`src/rtl/fpu_addsub_seq.sv`:
```
// rtl/fpu_addsub_seq.sv - sequential floating-point add/subtract unit with sticky exception flag.
// Optional round-to-nearest-even in ROUND is enabled by defining FPU_ROUND_NEAREST_EN (truncation otherwise).
module fpu_addsub_seq #(
    parameter int EXP_W = 8,
    parameter int MAN_W = 23
) (
    input  logic                   clock100KHz,
    input  logic                   reset,
    input  logic                   start_in,
    input  logic                   op_sub_in,
    input  logic [EXP_W+MAN_W:0]   op_A_in,
    input  logic [EXP_W+MAN_W:0]   op_B_in,
    input  logic                   clear_in,
    output logic                   busy_out,
    output logic                   done_out,
    output logic [EXP_W+MAN_W:0]   data_out,
    output logic [3:0]             status_out,
    output logic                   flags_out
);

    localparam int W  = 1 + EXP_W + MAN_W;
    localparam int M  = MAN_W + 4;
    localparam int XW = EXP_W + 2;
    localparam int CW = $clog2(M + 2);

    localparam logic signed [XW-1:0] EXP_MAX = XW'((1 << EXP_W) - 1);
    localparam logic [CW-1:0]        SH_LIM  = CW'(M);

    localparam logic [3:0] ST_EXACT = 4'b0001;
    localparam logic [3:0] ST_OVF   = 4'b0010;
    localparam logic [3:0] ST_UNF   = 4'b0100;
    localparam logic [3:0] ST_INEX  = 4'b1000;

    typedef enum logic [2:0] {
        IDLE, UNPACK, ALIGN, ADD, NORM, ROUND, DONE
    } state_t;

    state_t r_state;
    state_t w_next;

    logic [W-1:0]          r_a;
    logic [W-1:0]          r_b;
    logic                  r_sub;
    logic signed [XW-1:0]  r_ea;
    logic signed [XW-1:0]  r_eb;
    logic [M-1:0]          r_ma;
    logic [M-1:0]          r_mb;
    logic                  r_sa;
    logic                  r_sb;
    logic [CW-1:0]         r_shcnt;
    logic [M:0]            r_sum;
    logic signed [XW-1:0]  r_exp;
    logic                  r_sign;
    logic [W-1:0]          r_data;
    logic [3:0]            r_status;
    logic                  r_flags;

    logic                  w_special;
    logic                  w_a_zero;
    logic                  w_b_zero;
    logic                  w_norm_done;
    logic                  w_inexact;
    logic                  w_carry;
    logic [MAN_W-1:0]      w_frac_rnd;
    logic signed [XW-1:0]  w_exp_rnd;
    logic [W-1:0]          w_data_rnd;
    logic [3:0]            w_status_rnd;
    logic                  w_set_flag;

    // Right shift by one, folding the dropped bit into the sticky position.
    function automatic logic [M-1:0] shr1(input logic [M-1:0] v);
        return {1'b0, v[M-1:2], v[1] | v[0]};
    endfunction

    assign w_special   = (r_a[W-2:MAN_W] == '1) || (r_b[W-2:MAN_W] == '1);
    assign w_a_zero    = (r_a[W-2:MAN_W] == '0);
    assign w_b_zero    = (r_b[W-2:MAN_W] == '0);
    assign w_norm_done = (r_sum == '0) || r_sum[M] || r_sum[M-1];

    always_ff @(posedge clock100KHz) begin
        if (!reset) begin
            r_state <= IDLE;
        end else begin
            r_state <= w_next;
        end
    end

    always_comb begin
        w_next = r_state;
        case (r_state)
            IDLE:   if (start_in) w_next = UNPACK;
            UNPACK: w_next = w_special ? DONE : ALIGN;
            ALIGN:  if ((r_ea == r_eb) || (r_shcnt >= SH_LIM)) w_next = ADD;
            ADD:    w_next = NORM;
            NORM:   if (w_norm_done) w_next = ROUND;
            ROUND:  w_next = DONE;
            DONE:   w_next = IDLE;
            default: w_next = IDLE;
        endcase
    end

    always_comb begin
        w_inexact = |r_sum[2:0];
        w_exp_rnd = r_exp;
        w_carry   = 1'b0;
`ifdef FPU_ROUND_NEAREST_EN
        begin
            logic w_inc;
            w_inc = r_sum[2] & (r_sum[1] | r_sum[0] | r_sum[3]);
            {w_carry, w_frac_rnd} = {1'b0, r_sum[M-2:3]} + {{MAN_W{1'b0}}, w_inc};
        end
`else
        w_frac_rnd = r_sum[M-2:3];
`endif
        // A fraction carry means 1.11..1 rounded up to 10.00..0: fraction is already 0.
        if (w_carry) w_exp_rnd = r_exp + XW'(1);

        if (r_sum == '0) begin
            w_data_rnd   = '0;
            w_status_rnd = ST_EXACT;
        end else if (w_exp_rnd >= EXP_MAX) begin
            w_data_rnd   = {r_sign, {EXP_W{1'b1}}, {MAN_W{1'b0}}};
            w_status_rnd = ST_OVF;
        end else if (w_exp_rnd <= 0) begin
            w_data_rnd   = {r_sign, {EXP_W{1'b0}}, {MAN_W{1'b0}}};
            w_status_rnd = ST_UNF;
        end else begin
            w_data_rnd   = {r_sign, w_exp_rnd[EXP_W-1:0], w_frac_rnd};
            w_status_rnd = w_inexact ? ST_INEX : ST_EXACT;
        end

        w_set_flag = ((r_state == UNPACK) && w_special) ||
                     ((r_state == ROUND) && (w_status_rnd != ST_EXACT));
    end

    always_ff @(posedge clock100KHz) begin
        if (!reset) begin
            r_a      <= '0;
            r_b      <= '0;
            r_sub    <= 1'b0;
            r_ea     <= '0;
            r_eb     <= '0;
            r_ma     <= '0;
            r_mb     <= '0;
            r_sa     <= 1'b0;
            r_sb     <= 1'b0;
            r_shcnt  <= '0;
            r_sum    <= '0;
            r_exp    <= '0;
            r_sign   <= 1'b0;
            r_data   <= '0;
            r_status <= '0;
            r_flags  <= 1'b0;
        end else begin
            if (w_set_flag) begin
                r_flags <= 1'b1;
            end else if (clear_in) begin
                r_flags <= 1'b0;
            end

            case (r_state)
                IDLE: begin
                    if (start_in) begin
                        r_a   <= op_A_in;
                        r_b   <= op_B_in;
                        r_sub <= op_sub_in;
                    end
                end
                UNPACK: begin
                    if (w_special) begin
                        r_data   <= {r_a[W-1], {EXP_W{1'b1}}, {MAN_W{1'b0}}};
                        r_status <= ST_OVF;
                    end else begin
                        r_ea    <= XW'(r_a[W-2:MAN_W]);
                        r_eb    <= XW'(r_b[W-2:MAN_W]);
                        r_ma    <= w_a_zero ? '0 : {1'b1, r_a[MAN_W-1:0], 3'b000};
                        r_mb    <= w_b_zero ? '0 : {1'b1, r_b[MAN_W-1:0], 3'b000};
                        r_sa    <= r_a[W-1];
                        r_sb    <= r_b[W-1] ^ r_sub;
                        r_shcnt <= '0;
                    end
                end
                ALIGN: begin
                    if (r_ea != r_eb) begin
                        // Past the datapath width only the sticky information survives.
                        if (r_shcnt >= SH_LIM) begin
                            if (r_ea < r_eb) begin
                                r_ma <= {{(M-1){1'b0}}, |r_ma};
                                r_ea <= r_eb;
                            end else begin
                                r_mb <= {{(M-1){1'b0}}, |r_mb};
                                r_eb <= r_ea;
                            end
                        end else begin
                            r_shcnt <= r_shcnt + CW'(1);
                            if (r_ea < r_eb) begin
                                r_ma <= shr1(r_ma);
                                r_ea <= r_ea + XW'(1);
                            end else begin
                                r_mb <= shr1(r_mb);
                                r_eb <= r_eb + XW'(1);
                            end
                        end
                    end
                end
                ADD: begin
                    r_exp <= r_ea;
                    if (r_sa == r_sb) begin
                        r_sum  <= {1'b0, r_ma} + {1'b0, r_mb};
                        r_sign <= r_sa;
                    end else if (r_ma >= r_mb) begin
                        r_sum  <= {1'b0, r_ma - r_mb};
                        r_sign <= r_sa;
                    end else begin
                        r_sum  <= {1'b0, r_mb - r_ma};
                        r_sign <= r_sb;
                    end
                end
                NORM: begin
                    if (r_sum == '0) begin
                        r_sign <= 1'b0;
                    end else if (r_sum[M]) begin
                        r_sum <= {1'b0, r_sum[M:2], r_sum[1] | r_sum[0]};
                        r_exp <= r_exp + XW'(1);
                    end else if (!r_sum[M-1]) begin
                        r_sum <= {r_sum[M-1:0], 1'b0};
                        r_exp <= r_exp - XW'(1);
                    end
                end
                ROUND: begin
                    r_data   <= w_data_rnd;
                    r_status <= w_status_rnd;
                end
                default: ;
            endcase
        end
    end

    assign busy_out   = (r_state != IDLE);
    assign done_out   = (r_state == DONE);
    assign data_out   = r_data;
    assign status_out = r_status;
    assign flags_out  = r_flags;

endmodule

```
`config.mk`:
```
export PLATFORM = sky130hd
export DESIGN_NAME = fpu_addsub_seq
export DESIGN_NICKNAME = d
export VERILOG_FILES = /design/src/rtl/fpu_addsub_seq.sv
export SDC_FILE = /design/constraint.sdc
export NUM_CORES = 1
export LEC_CHECK = 0
export ABC_AREA = 1
export CORE_ASPECT_RATIO = 1.75
export CORE_UTILIZATION = 40
export DETAILED_ROUTE_END_ITERATION = 6
export HOLD_SLACK_MARGIN = 0.02
export MAX_ROUTING_LAYER = met4
export PLACE_DENSITY = 0.67
export SYNTH_ARGS = -nofsm -noshare
export SYNTH_HDL_FRONTEND = slang
export SYNTH_SLANG_ARGS = --single-unit
```
`constraint.sdc`:
```
create_clock -name clock100KHz -period 6.53 [get_ports clock100KHz]
set_input_delay 1.306 -clock clock100KHz [delete_from_list [all_inputs] [get_ports clock100KHz]]
set_output_delay 1.306 -clock clock100KHz [all_outputs]
set_load 0.02 [all_outputs]
```
After elaboration in Yosys (flattened, before gate mapping) --
Index checks and enable logic that the tools add are counted.
Storage, ports and cells: flip-flop bits (word level) 225, input port bits 69, output and inout port bits 39
Cells by class: add/subtract/negate cells 8, $lt $le $gt $ge 5, equal/unequal tests 26, muxes and demuxes 61, bitwise operators 5, reduce and logical (&&, ||, !) cells 31
Operators by type and width (number):
- 27-bit 2-to-1 mux | 15
- 10-bit 2-to-1 mux | 12
- 27-bit one-hot mux with 2 select lines | 2
- 32-bit 2-to-1 mux | 2
- 32-bit one-hot mux with 2 select lines | 1
- 31-bit 2-to-1 mux | 2
- 10-bit one-hot mux with 2 select lines | 3
- 28-bit 2-to-1 mux | 2
- 28-bit one-hot mux with 2 select lines | 1
- 27-bit OR reduction | 2
- 27-bit subtractor | 2
- 10-bit by 2-bit adder with 10-bit output (second input constant) | 3
- 27-bit by 27-bit adder with 28-bit output | 1
- 28-bit logical NOT | 1
- 27-bit >= comparator | 1
- 2-bit != test (second input constant) | 11
- 4-bit 2-to-1 mux | 5
- 4-bit AND reduction | 5
- 3-bit one-hot mux with 6 select lines | 1
- 8-bit equality test (second input constant) | 2
- 8-bit logical NOT | 2
- 5-bit 2-to-1 mux | 3
- 3-bit 2-to-1 mux | 4
- 10-bit equality test | 1
- 28 further kinds | 52

Logic depth before layout (Yosys ltp) --
depth in word-level cells 9, depth in mapped cells 19, depth with buffers taken out 18

Least setup slack after synthesis --
No wires, ideal clock.
path kind in2reg, from in reset, to reg r_a[27], library setup time 0.070 ns, arrival time 2.258 ns, data required time 6.460 ns, path slack 4.202 ns, stages 5, path buffers 3, cells stage by stage clkbuf_1 > clkbuf_1 > clkbuf_1 > o21ai_0 > a21oi_1
RTL lines:
- start, declared | line 8 | input logic reset,
- end signal, assigned | line 164 | r_a <= op_A_in;
- end, declared | line 41 | logic [W-1:0] r_a;

Final worst setup path --
from reg r_state[0], to reg r_eb[1]
Between the ends: cells in the longest elaborated chain, start to end 3
Ends and longest elaborated chain:
- start, declared | line 38 | state_t r_state;
- start signal, assigned | line 84 | r_state <= w_next;
- 3-bit by 2-bit equality test with 1-bit output / 3-bit by 1-bit equality test with 1-bit output (equally long branches) | line 161 | case (r_state)
- 3-bit != test (no source line), or another cell as far along
- 4-bit AND reduction (no source line)
- end signal, assigned | line 175 | r_eb <= XW'(r_b[W-2:MAN_W]);
- end signal, assigned | line 192 | r_eb <= r_ea;
- end signal, assigned | line 201 | r_eb <= r_eb + XW'(1);
- end, declared | line 45 | logic signed [XW-1:0] r_eb;
Several ways; a longest one is shown, not always the timed one. A chain may end at the register's enable or synchronous reset.

==> Implementation_results.wiki <==
{| class="wikitable"
! Metric !! Value
|-
| Worst-path fanout max || 52
|-
| Net Count, Synth || 2894
|-
| Antenna cell count || 0
|-
| Core region area || 41100 um2
|-
| CTS tree || built
|-
| Proportion of register bits with asynchronous set or reset after synthesis || 0%
|-
| Post-placement cell area || 18000 um2
|-
| NumNets Final || 2911
|-
| Die Span Y || 273 um
|-
| Antenna Violating Nets Remaining || 0
|-
| Synthesized instance count || 2714
|-
| Most frequent standard cell in the layout excluding fill and tap cells || sky130_fd_sc_hd__nand2_1
|-
| Pre-antenna DRT Iters || 5
|-
| Floorplan die width || 157 um
|-
| Maximum number of pins on one net before global-route repair || 119
|-
| Total GRT Usage || 30.9%
|-
| Vias per Instance || 5.54
|-
| Detailed Route Iter0 Violations || 1118
|-
| Post-route cell area || 18800 um2
|-
| Unrepaired setup endpoints after global routing || false
|-
| Root Buffer || sky130_fd_sc_hd__clkbuf_16
|-
| Cell area after synthesis || 16800 um2
|-
| Area growth from synthesis to layout || 11.9%
|-
| Setup Skew || 30.1 ps
|-
| Dominant cells by area after synthesis || sky130_fd_sc_hd__dfxtp_1, sky130_fd_sc_hd__nand2_1, sky130_fd_sc_hd__a21oi_1, sky130_fd_sc_hd__inv_1, sky130_fd_sc_hd__ha_1
|-
| Endpoints failing hold || 0
|-
| Routed via count || 18300
|-
| Static Leakage || 8.35 nW
|-
| Result of the run || complete, no violations
|-
| Total of hold buffers inserted after clock tree synthesis || 0
|-
| Worst Setup Start Kind || register
|-
| Library cell with the largest summed area after synthesis || sky130_fd_sc_hd__dfxtp_1
|-
| Final critical delay including setup and external delays || 3900 ps
|-
| Highest-count cells in the layout ignoring fill and taps || sky130_fd_sc_hd__nand2_1, sky130_fd_sc_hd__inv_1, sky130_fd_sc_hd__a21oi_1
|-
| Worst Path Arrival || 4330 ps
|-
| Prevailing post-synth register cell || sky130_fd_sc_hd__dfxtp_1
|-
| Number of maximum-capacitance constraint violations || 0
|-
| Number of buffers inserted by port buffering || 107
|-
| Worst relative slew slack || 18.1%
|-
| TNS Setup || 0 ps
|-
| Max Clk Rate || 0.257 GHz
|-
| Ports placed on the boundary || 108
|-
| Final setup viols || 0
|-
| Flops & latches, synth || 225
|-
| Worst-case clock buffer depth || 3
|-
| Grt ovf || 0
|-
| Pre-CTS worst setup slack || 2800 ps
|-
| Wire length of the first global-routing pass || 98400 um
|-
| Largest vdd supply drop || 416 uV
|-
| Worst slack on hold paths || 447 ps
|-
| Power density normalized to cell area || 549 nW/um2
|-
| Number of global-route vias before repair || 18100
|-
| Wire length reported by the detailed router || 63800 um
|-
| Buffer count from post-CTS setup fixing || 0
|-
| Row cnt || 98
|-
| Dominant combinational cell family by area after synthesis || simple AND/OR/NAND/NOR gates
|-
| Xor/xnor cell area share of the yosys netlist || 1.14%
|-
| Number of different library cells in the post-synthesis netlist || 60
|-
| Number of H-tree levels || 1
|-
| Final critical-path setup slack || 2630 ps
|-
| Total placed cells including tap cells || 3256
|-
| Detail Placement HPWL || 50400 um
|-
| Area of the die || 42800 um2
|-
| Crit end category || register
|-
| Sequential share of the synthesized area || 26.8%
|-
| Portion of netlist area occupied by mux cells || 0%
|-
| Latest clock arrival within the worst-skew pair || 540 ps
|-
| Initial antenna violation count || 0
|-
| Number of sinks handled by clock tree synthesis || 225
|-
| Final period utilization || 59.7%
|-
| Initial standard-cell utilization of the core || 40.9%
|-
| Total count of max-transition violations in the final report || 0
|-
| Worst-margin pin slew || 1220 ps
|-
| Synth Warn # || 0
|-
| Type of the most critical hold path || reg2reg
|-
| Final Instance Count excl. Fillers || 3297
|-
| Syn Area/Cell || 6.18 um2
|-
| Area fraction of the dominant cell type after synthesis || 26.8%
|-
| DR DRC count || 0
|-
| Routability cong. || 1.07
|-
| Crit Path Category || reg2reg
|-
| Resized cells post-CTS || 0
|-
| Number of enable-type register cells in the synthesized netlist || 0
|-
| Synth Area in Adders || 8.45%
|-
| TritonCTS buffer count || 23
|-
| Simple-gate share of the synthesized area || 31.0%
|-
| Required time worst endpoint || 6970 ps
|-
| Clock transition at the registers of the reported paths || 60 ps
|-
| Post-synthesis compound-gate area fraction || 19.9%
|-
| Share of layout cells above drive strength 1 || 4.22%
|-
| Wire length per cell after detailed routing || 19.4 um
|}
## path summary, 6_finish.rpt
check        slack (ps)  cells past startpoint       start      end
max                2630                      8  r_state[0]  r_eb[1]
min                 450                      2      r_a[6]   r_a[6]
max reg2reg        2630                      8  r_state[0]  r_eb[1]
min reg2reg         450                      2      r_a[6]   r_a[6]
## routing by layer
| layer | up-vias | wire (um) | GRT usage [%] |
|---|---|---|---|
| li1 | 8876 | - | - |
| met1 | 8491 | 22800 | 30.5 |
| met2 | 654 | 31900 | 54.4 |
| met3 | 259 | 2670 | 2.55 |
| met4 | 0 | 6400 | 26.7 |
| met5 | - | 0 | - |
## cell usage after synthesis (2+ instances only)
| cell | n |
|---|---|
| sky130_fd_sc_hd__nand2_1 | 688 |
| sky130_fd_sc_hd__inv_1 | 391 |
| sky130_fd_sc_hd__a21oi_1 | 308 |
| sky130_fd_sc_hd__dfxtp_1 | 225 |
| sky130_fd_sc_hd__o21ai_0 | 200 |
| sky130_fd_sc_hd__nor2_1 | 176 |
| sky130_fd_sc_hd__nand3_1 | 167 |
| sky130_fd_sc_hd__ha_1 | 107 |
| sky130_fd_sc_hd__clkbuf_1 | 61 |
| sky130_fd_sc_hd__nand4_1 | 53 |
| sky130_fd_sc_hd__nor3_1 | 46 |
| sky130_fd_sc_hd__a31oi_1 | 41 |
| sky130_fd_sc_hd__buf_2 | 40 |
| sky130_fd_sc_hd__buf_4 | 17 |
| sky130_fd_sc_hd__xor2_1 | 16 |
| sky130_fd_sc_hd__nand2_2 | 14 |
| sky130_fd_sc_hd__nor4_1 | 14 |
| sky130_fd_sc_hd__o21ai_1 | 14 |
| sky130_fd_sc_hd__o21bai_1 | 12 |
| sky130_fd_sc_hd__inv_2 | 10 |
| sky130_fd_sc_hd__nor2_2 | 10 |
| sky130_fd_sc_hd__a221oi_1 | 8 |
| sky130_fd_sc_hd__a22oi_1 | 8 |
| sky130_fd_sc_hd__or2_2 | 7 |
| sky130_fd_sc_hd__nand3_2 | 6 |
| sky130_fd_sc_hd__nor2_4 | 6 |
| sky130_fd_sc_hd__o211ai_1 | 5 |
| sky130_fd_sc_hd__o21a_1 | 5 |
| sky130_fd_sc_hd__o22ai_1 | 5 |
| sky130_fd_sc_hd__buf_1 | 4 |
| sky130_fd_sc_hd__fa_1 | 4 |
| sky130_fd_sc_hd__xnor2_1 | 4 |
| sky130_fd_sc_hd__buf_6 | 3 |
| sky130_fd_sc_hd__nand3b_1 | 3 |
| sky130_fd_sc_hd__o32ai_1 | 3 |
| sky130_fd_sc_hd__or2_1 | 3 |
| sky130_fd_sc_hd__a211oi_1 | 2 |
| sky130_fd_sc_hd__a21o_1 | 2 |
| sky130_fd_sc_hd__and2_1 | 2 |
| sky130_fd_sc_hd__clkinv_1 | 2 |
| sky130_fd_sc_hd__nand2_4 | 2 |
| sky130_fd_sc_hd__o221ai_1 | 2 |
## kinds of logic after synthesis
| family | after synthesis |
|---|---|
| buffers and inverters | 529 |
| adders and majority gates | 111 |
| DFF | 225 |
| AOI/OAI and AO/OA | 624 |
| and+or+nand+nor | 1204 |
| xor gates and xnor gates | 21 |
## power by group
part	switching [W]	total, W	internal (W)
combinational	0.00509	0.00705	0.00196
sequential	0.000284	0.00192	0.00163
clock	0.000585	0.00135	0.000767
## cell type report
type	count	area [um2]
Clock inverter	12	131
Fill cell	4410	22300
Timing Repair Buffer	118	1150
Inverter	403	1510
Multi-Input combinational cell	1960	10200
Clock buffer	29	628
Sequential cell	225	4500
Tap cell	550	688
## sequential cells by signal, summed over array words and instances (netlist names), 5 cells and up
name and cells:
r_a 32, r_sum 28, data_out 32, r_eb 10
r_ma 27, r_b 32, r_exp 10, r_shcnt 5
r_ea 10, r_mb 27
## per-stage QoR
stage               total power (W)  utilization, %
finish                       0.0103            45.7
global route                 0.0111            45.7
global placement            0.00877            43.9
floorplan                   0.00679               -
detailed placement          0.00880            43.9
CTS                          0.0102            45.7
## critical path: stages (launching register included)
cell	delay [ps]
sky130_fd_sc_hd__dfxtp_1	390
sky130_fd_sc_hd__nand2_1	150
sky130_fd_sc_hd__nor2_1	340
sky130_fd_sc_hd__nand3_2	300
sky130_fd_sc_hd__nand2_2	770
sky130_fd_sc_hd__nand2_2	600
sky130_fd_sc_hd__o21ai_1	850
sky130_fd_sc_hd__o21ai_0	200
sky130_fd_sc_hd__a21oi_1	180
No activity file was read; power rests on OpenSTA's default activity.
